[src/rtl/spi_shiftreg_pkg.sv]
// Shared state type, SPI mode encodings and sizing helper for the SPI slave shift register.
package spi_shiftreg_pkg;

    typedef enum logic [0:0] {
        StIdle,
        StActive
    } state_t;

    // SPI modes encoded as {CPOL, CPHA}.
    localparam logic [1:0] MODE0 = 2'b00;
    localparam logic [1:0] MODE1 = 2'b01;
    localparam logic [1:0] MODE2 = 2'b10;
    localparam logic [1:0] MODE3 = 2'b11;

    // Bits needed to hold a bit count of 0..n.
    function automatic int unsigned cnt_width(input int unsigned n);
        return $clog2(n + 1);
    endfunction

endpackage

[src/rtl/spi_edge_detect.sv]
// Edge detector for an oversampled SPI line: optional 2-flop synchronizer (SPI_SHIFTREG_SYNC_EN),
// one-deep history, and pulses for transitions away from (lead) and back to (trail) the idle level.
module spi_edge_detect #(
    parameter bit IdleVal = 1'b0
) (
    input  logic clk,
    input  logic nreset,
    input  logic sig,
    output logic lead,
    output logic trail
);

    logic cur;
    logic z_q;

`ifdef SPI_SHIFTREG_SYNC_EN
    logic [1:0] sync_q;

    always_ff @(posedge clk or negedge nreset) begin
        if (!nreset) begin
            sync_q <= {2{IdleVal}};
        end else begin
            sync_q <= {sync_q[0], sig};
        end
    end

    assign cur = sync_q[1];
`else
    assign cur = sig;
`endif

    always_ff @(posedge clk or negedge nreset) begin
        if (!nreset) begin
            z_q <= IdleVal;
        end else begin
            z_q <= cur;
        end
    end

    assign lead  = (cur != z_q) && (z_q == IdleVal);
    assign trail = (cur != z_q) && (cur == IdleVal);

endmodule

[src/rtl/spi_shiftreg.sv]
// SPI slave shift register oversampled on clk, all four modes, double-buffered transmit word.
// Define SPI_SHIFTREG_SYNC_EN to add 2-flop synchronizers on spi_clk, spi_cs_n and din.
module spi_shiftreg
    import spi_shiftreg_pkg::*;
#(
    parameter int unsigned N    = 8,
    parameter bit          CPOL = 1'b0,
    parameter bit          CPHA = 1'b0
) (
    input  logic         clk,
    input  logic         nreset,
    input  logic         spi_clk,
    input  logic         spi_cs_n,
    input  logic         din,
    output logic         dout,
    input  logic [N-1:0] load_data,
    input  logic         load_valid,
    output logic         load_ready,
    output logic [N-1:0] rx_data,
    output logic         rx_valid,
    output logic         busy,
    output logic         underrun,
    output logic         aborted
);

    localparam int unsigned CW         = cnt_width(N);
    localparam logic [1:0]  Mode       = {CPOL, CPHA};
    localparam bit          SampleLead = (Mode == MODE0) || (Mode == MODE2);

    logic clk_lead, clk_trail, cs_fall, cs_rise;
    logic din_s;
    logic sample_edge, shift_edge, start;
    logic [N-1:0] rx_shift;

    state_t        state_q, state_d;
    logic [CW-1:0] cnt_q, cnt_d;
    logic [N-1:0]  tx_q, tx_d;
    logic [N-1:0]  rx_q, rx_d;
    logic [N-1:0]  rx_data_q, rx_data_d;
    logic [N-1:0]  shadow_q, shadow_d;
    logic          shadow_full_q, shadow_full_d;
    logic          dout_q, dout_d;
    logic          rx_valid_q, rx_valid_d;
    logic          underrun_q, underrun_d;
    logic          aborted_q, aborted_d;

    spi_edge_detect #(.IdleVal(CPOL)) u_clk_edge (
        .clk   (clk),
        .nreset(nreset),
        .sig   (spi_clk),
        .lead  (clk_lead),
        .trail (clk_trail)
    );

    // Chip select idles high, so its leading edge is the falling edge.
    spi_edge_detect #(.IdleVal(1'b1)) u_cs_edge (
        .clk   (clk),
        .nreset(nreset),
        .sig   (spi_cs_n),
        .lead  (cs_fall),
        .trail (cs_rise)
    );

`ifdef SPI_SHIFTREG_SYNC_EN
    logic [1:0] din_sync_q;

    always_ff @(posedge clk or negedge nreset) begin
        if (!nreset) begin
            din_sync_q <= 2'b00;
        end else begin
            din_sync_q <= {din_sync_q[0], din};
        end
    end

    assign din_s = din_sync_q[1];
`else
    assign din_s = din;
`endif

    assign sample_edge = SampleLead ? clk_lead : clk_trail;
    assign shift_edge  = SampleLead ? clk_trail : clk_lead;
    assign rx_shift    = {rx_q[N-2:0], din_s};

    always_comb begin
        state_d       = state_q;
        cnt_d         = cnt_q;
        tx_d          = tx_q;
        rx_d          = rx_q;
        rx_data_d     = rx_data_q;
        shadow_d      = shadow_q;
        shadow_full_d = shadow_full_q;
        dout_d        = dout_q;
        rx_valid_d    = 1'b0;
        underrun_d    = 1'b0;
        aborted_d     = 1'b0;
        start         = 1'b0;

        unique case (state_q)
            StIdle: begin
                if (cs_fall) begin
                    state_d = StActive;
                    start   = 1'b1;
                end
            end
            StActive: begin
                if (cs_rise) begin
                    state_d   = StIdle;
                    aborted_d = (cnt_q != '0);
                    cnt_d     = '0;
                end else if (sample_edge) begin
                    rx_d = rx_shift;
                    if (cnt_q == CW'(N - 1)) begin
                        rx_data_d  = rx_shift;
                        rx_valid_d = 1'b1;
                        start      = 1'b1;
                    end else begin
                        cnt_d = cnt_q + CW'(1);
                    end
                end else if (shift_edge) begin
                    if (CPHA) begin
                        dout_d = tx_q[N-1];
                        tx_d   = {tx_q[N-2:0], 1'b0};
                    end else if (cnt_q != '0) begin
                        // At count 0 this trailing edge closes the previous word; MSB is already out.
                        dout_d = tx_q[N-2];
                        tx_d   = {tx_q[N-2:0], 1'b0};
                    end
                end
            end
            default: state_d = StIdle;
        endcase

        if (start) begin
            tx_d          = shadow_full_q ? shadow_q : '0;
            underrun_d    = !shadow_full_q;
            shadow_full_d = 1'b0;
            cnt_d         = '0;
            if (!CPHA) begin
                dout_d = tx_d[N-1];
            end
        end

        // A load in the same cycle as a word start lands in the shadow for the next word.
        if (load_valid && !shadow_full_q) begin
            shadow_d      = load_data;
            shadow_full_d = 1'b1;
        end

        if (state_d == StIdle) begin
            dout_d = 1'b0;
        end
    end

    always_ff @(posedge clk or negedge nreset) begin
        if (!nreset) begin
            state_q       <= StIdle;
            cnt_q         <= '0;
            tx_q          <= '0;
            rx_q          <= '0;
            rx_data_q     <= '0;
            shadow_q      <= '0;
            shadow_full_q <= 1'b0;
            dout_q        <= 1'b0;
            rx_valid_q    <= 1'b0;
            underrun_q    <= 1'b0;
            aborted_q     <= 1'b0;
        end else begin
            state_q       <= state_d;
            cnt_q         <= cnt_d;
            tx_q          <= tx_d;
            rx_q          <= rx_d;
            rx_data_q     <= rx_data_d;
            shadow_q      <= shadow_d;
            shadow_full_q <= shadow_full_d;
            dout_q        <= dout_d;
            rx_valid_q    <= rx_valid_d;
            underrun_q    <= underrun_d;
            aborted_q     <= aborted_d;
        end
    end

    assign dout       = dout_q;
    assign load_ready = !shadow_full_q;
    assign rx_data    = rx_data_q;
    assign rx_valid   = rx_valid_q;
    assign busy       = (state_q == StActive);
    assign underrun   = underrun_q;
    assign aborted    = aborted_q;

endmodule
[config.mk]
export PLATFORM = sky130hd
export DESIGN_NAME = spi_shiftreg
export DESIGN_NICKNAME = d
export VERILOG_FILES = /design/src/rtl/spi_shiftreg_pkg.sv /design/src/rtl/spi_edge_detect.sv /design/src/rtl/spi_shiftreg.sv
export SDC_FILE = /design/constraint.sdc
export NUM_CORES = 1
export LEC_CHECK = 0
export ABC_AREA = 1
export CAP_MARGIN = 30
export CORE_UTILIZATION = 49
export DETAILED_ROUTE_END_ITERATION = 6
export PLACE_DENSITY = 0.71
export SETUP_SLACK_MARGIN = 0.3
export SLEW_MARGIN = 10
export SYNTH_ARGS = -nofsm -noshare
export SYNTH_HDL_FRONTEND = slang
export SYNTH_HIERARCHICAL = 1
export SYNTH_SLANG_ARGS = --single-unit
[constraint.sdc]
create_clock -name clk -period 1.9 [get_ports clk]
set_clock_uncertainty 0.05 [all_clocks]
set_input_delay 0.38 -clock clk [delete_from_list [all_inputs] [get_ports clk]]
set_output_delay 0.38 -clock clk [all_outputs]
set_load 0.05 [all_outputs]
==> summary.txt <==
Finish
  – Fin util: 66.4%
  – Most common cell after layout, fill and taps aside: nand2_1
  – # nets final: 275
  – Area growth syn-to-layout: 28.1%
  – Share of cells above drive strength 1: between 20% and 30%
  – Most frequent cells in the layout: nand2_1, dfrtp_1, inv_1, buf_4, o21ai_0
  – Diode count: 0

Pwr
  – Leak: around 1.3 nW
  – Switching power: 0.000897 W
  – Clock power share: between 20% and 30%
  – Pwr dens: 1130 mW/mm^2
  – Reg power frac: 47.2%
  – Max VDD drop: 0.823 mV
  – Internal power: 0.00186 W
  – Pwr Total: 0.00276 W
  – Sw Share: 32.5%
  – Combinational cell fraction of total power: 27.4%

Route
  – Via count: 1513
  – Routed vias/inst: 4.91
  – Antenna viol nets, final: 0
  – DRT Wirelength: 3720 um
  – DRT iter0 DRCs: 82
  – Drt pass-1 iters: 4
  – Drt wl/cell: 12.1 um
  – Residual DRC: 0

CTS
  – CTS tree: done
  – Root buffer cell: clkbuf_8
  – CTS buffer count: 5
  – Worst-path clk slew: 80 ps
  – Clk_lat worst skew: 300 ps
  – # hold bufs at CTS: 0
  – Longest Clk Path Bufs: 2
  – H-tree levels: 2
  – Clock Sinks: 42

Timing
  – Final hold vios: 0
  – Worst slew margin: 66.7%
  – Final period util: 81.5%
  – Final min period: 1550 ps
  – Setup repair after global routing missed its margin: no
  – FMAX: between 0.6 and 0.7 GHz
  – Slew Limit Fails: 0
  – Setup violations, final: 0
  – Worst-Margin Slew: 500 ps

Setup path
  – CP startpoint: rx_valid
  – Worst path depth: 1
  – Critical Path End Type: primary output
  – Slowest cell on crit path: clkdlybuf4s15_1
  – CP startpoint kind: flop
  – Reg-to-reg critical path startpoint: u_cs_edge/z_q
  – CP max stage delay: 490 ps
  – Reg2Reg Depth: 7
  – Worst EP required: between 1000 and 1500 ps
  – Critical path arrival: 1120 ps
  – CP cell instances: clkdlybuf4s15_1
  – Cell family with the largest share of critical-path delay: buffers and inverters
  – Worst Path Buf+Inv: 1
  – Kind of critical path: reg -> out
  – CP max FO: 1

Logic synthesis
  – Synth Register Bits: 42
  – Sequential share of the synthesized area: around 55%
  – Post-synth cell types: 22
  – Async S/R FF share, synth: 100%
  – Syn_nets: around 230
  – Area of the mapped netlist: 0.00191 sq mm
  – Ys Warns: 6
  – Post-synth EDFFs: 0
  – Cells after Synth: approximately 220
  – Post-synth top area cell: dfrtp_1
  – Primary FF master, synth: dfrtp_1
  – Ranking of synthesized cells by area: dfrtp_1, nand2_1, inv_1, mux2_2, o21ai_0
  – Syn_area_per_cell: 8.81 sq um
  – Top-area cell type share of the netlist area: 53.7%

Job
  – Max cap viols: 0

Placed design
  – DPL Wire Length: around 2500 um
  – IO Port Bufs: 27
  – GP Congestion: a little over 0.8

Floorplanning
  – Core Area: 0.00369 sq mm
  – Die area: 0.00416 sq mm
  – Die width: 64.5 um
  – Ports: 28
  – Die height: 64.5 um
  – Initial core utilization: 51.8%
  – Row Count: 22

Global route
  – Vias in the first global route: around 1.4k
  – Global-route usage over all layers: about a fifth
  – Antenna violations before repair: 0
  – Total gr overflow: 0
  – Largest net degree at the start of global routing: 43
  – First-pass GRT wire length: 6350 um

Min path
  – Path category of the worst min-delay check: in -> async

Run status
  – Outcome: finished, final reports clean
[cell usage after synthesis (all sizes together), types with 2 or more instances]
cell,instances
nand3,11
dfrtp,41
inv,29
ha,2
nor2,15
o21ai,17
nand4,4
mux2,8
buf,5
nand2,79
[kinds of logic (layout without fill, tap and decap cells)]
group,Yosys count,after routing,share of synthesized area [%]
buffers and inverters,35,78,8.11
flip-flops,42,42,55.0
adder cells (fa/ha/maj),2,2,1.31
multiplexers,8,8,4.71
AO/OA/AOI/OAI,19,19,5.50
AND/OR/NAND/NOR,110,110,24.9
XOR/XNOR,1,1,0.458
[per-stage QoR]
step / instance area (sq um) / instances / hold WS, ps / TNS [ps] / setup WS, ps
after floorplan: 1910 / 217 / 34.4 / 0 / 366
after global placement: 2270 / 297 / 416 / -119 / -24.5
after detailed placement: 2270 / 297 / 424 / -240 / -52.2
after CTS: 2400 / 307 / 101 / 0 / 317
after global routing: 2450 / 308 / 131 / 0 / 266
final: 2450 / 308 / 73.3 / 0 / 352
[power groups by stage]
stage	combinational (W)	clock, W	sequential, W
floorplan	0.000514	0	0.00128
global placement	0.000720	0	0.00130
detailed placement	0.000746	0	0.00131
CTS	0.000752	0.000717	0.00130
global route	0.000858	0.000774	0.00133
finish	0.000755	0.000702	0.00130
[routing by layer]
| metal | vias up | part of all wire, % | global-route usage (%) |
|---|---|---|---|
| met5 | - | 0 | 0 |
| met4 | 0 | 2.7 | 12.2 |
| met3 | 9 | 3.9 | 5.46 |
| met2 | 34 | 48 | 32.0 |
| met1 | 714 | 45 | 26.1 |
| li1 | 756 | - | - |
[worst reg2reg max path, delay by kind of cell, from the launching register on]
kind,cells,cell delay (ps)
flip-flops,1,540
AND/OR/NAND/NOR,4,460
buffers and inverters,2,260
AO/OA/AOI/OAI,1,130
[worst paths after layout]
check | end | slack (ps)
max in group asynchronous | shadow_full_q | 1350
worst max-delay path | rx_valid | 350
worst min-delay path | cnt_q[1] | 70
min in group clk | u_cs_edge/z_q | 190
worst max register to register | dout | 370
worst min register to register | rx_data[7] | 440
[repair_timing]
action | CTS | global route
pin swaps | 4 | 6
cloned | 0 | 0
setup endpoints to repair | 15 | 21
resized for setup | 8 | 11
buffers inserted | 2 | 1
[cell type report]
cell class	instances	area, sq um
inverters	30	118
repair buffers	40	365
fillers	340	1240
clock buffers	6	72.6
multi-input cells	140	742
flip-flops and latches	42	1050
well taps	48	60.1
clock inverters	2	37.5
[flip-flops by register name (all words and copies together) (netlist names), 4 cells and up]
signal and count:
shadow_q 8, rx_data 8, cnt_q 4, tx_q 7
rx_q 7
No activity file was read; power rests on OpenSTA's default activity.
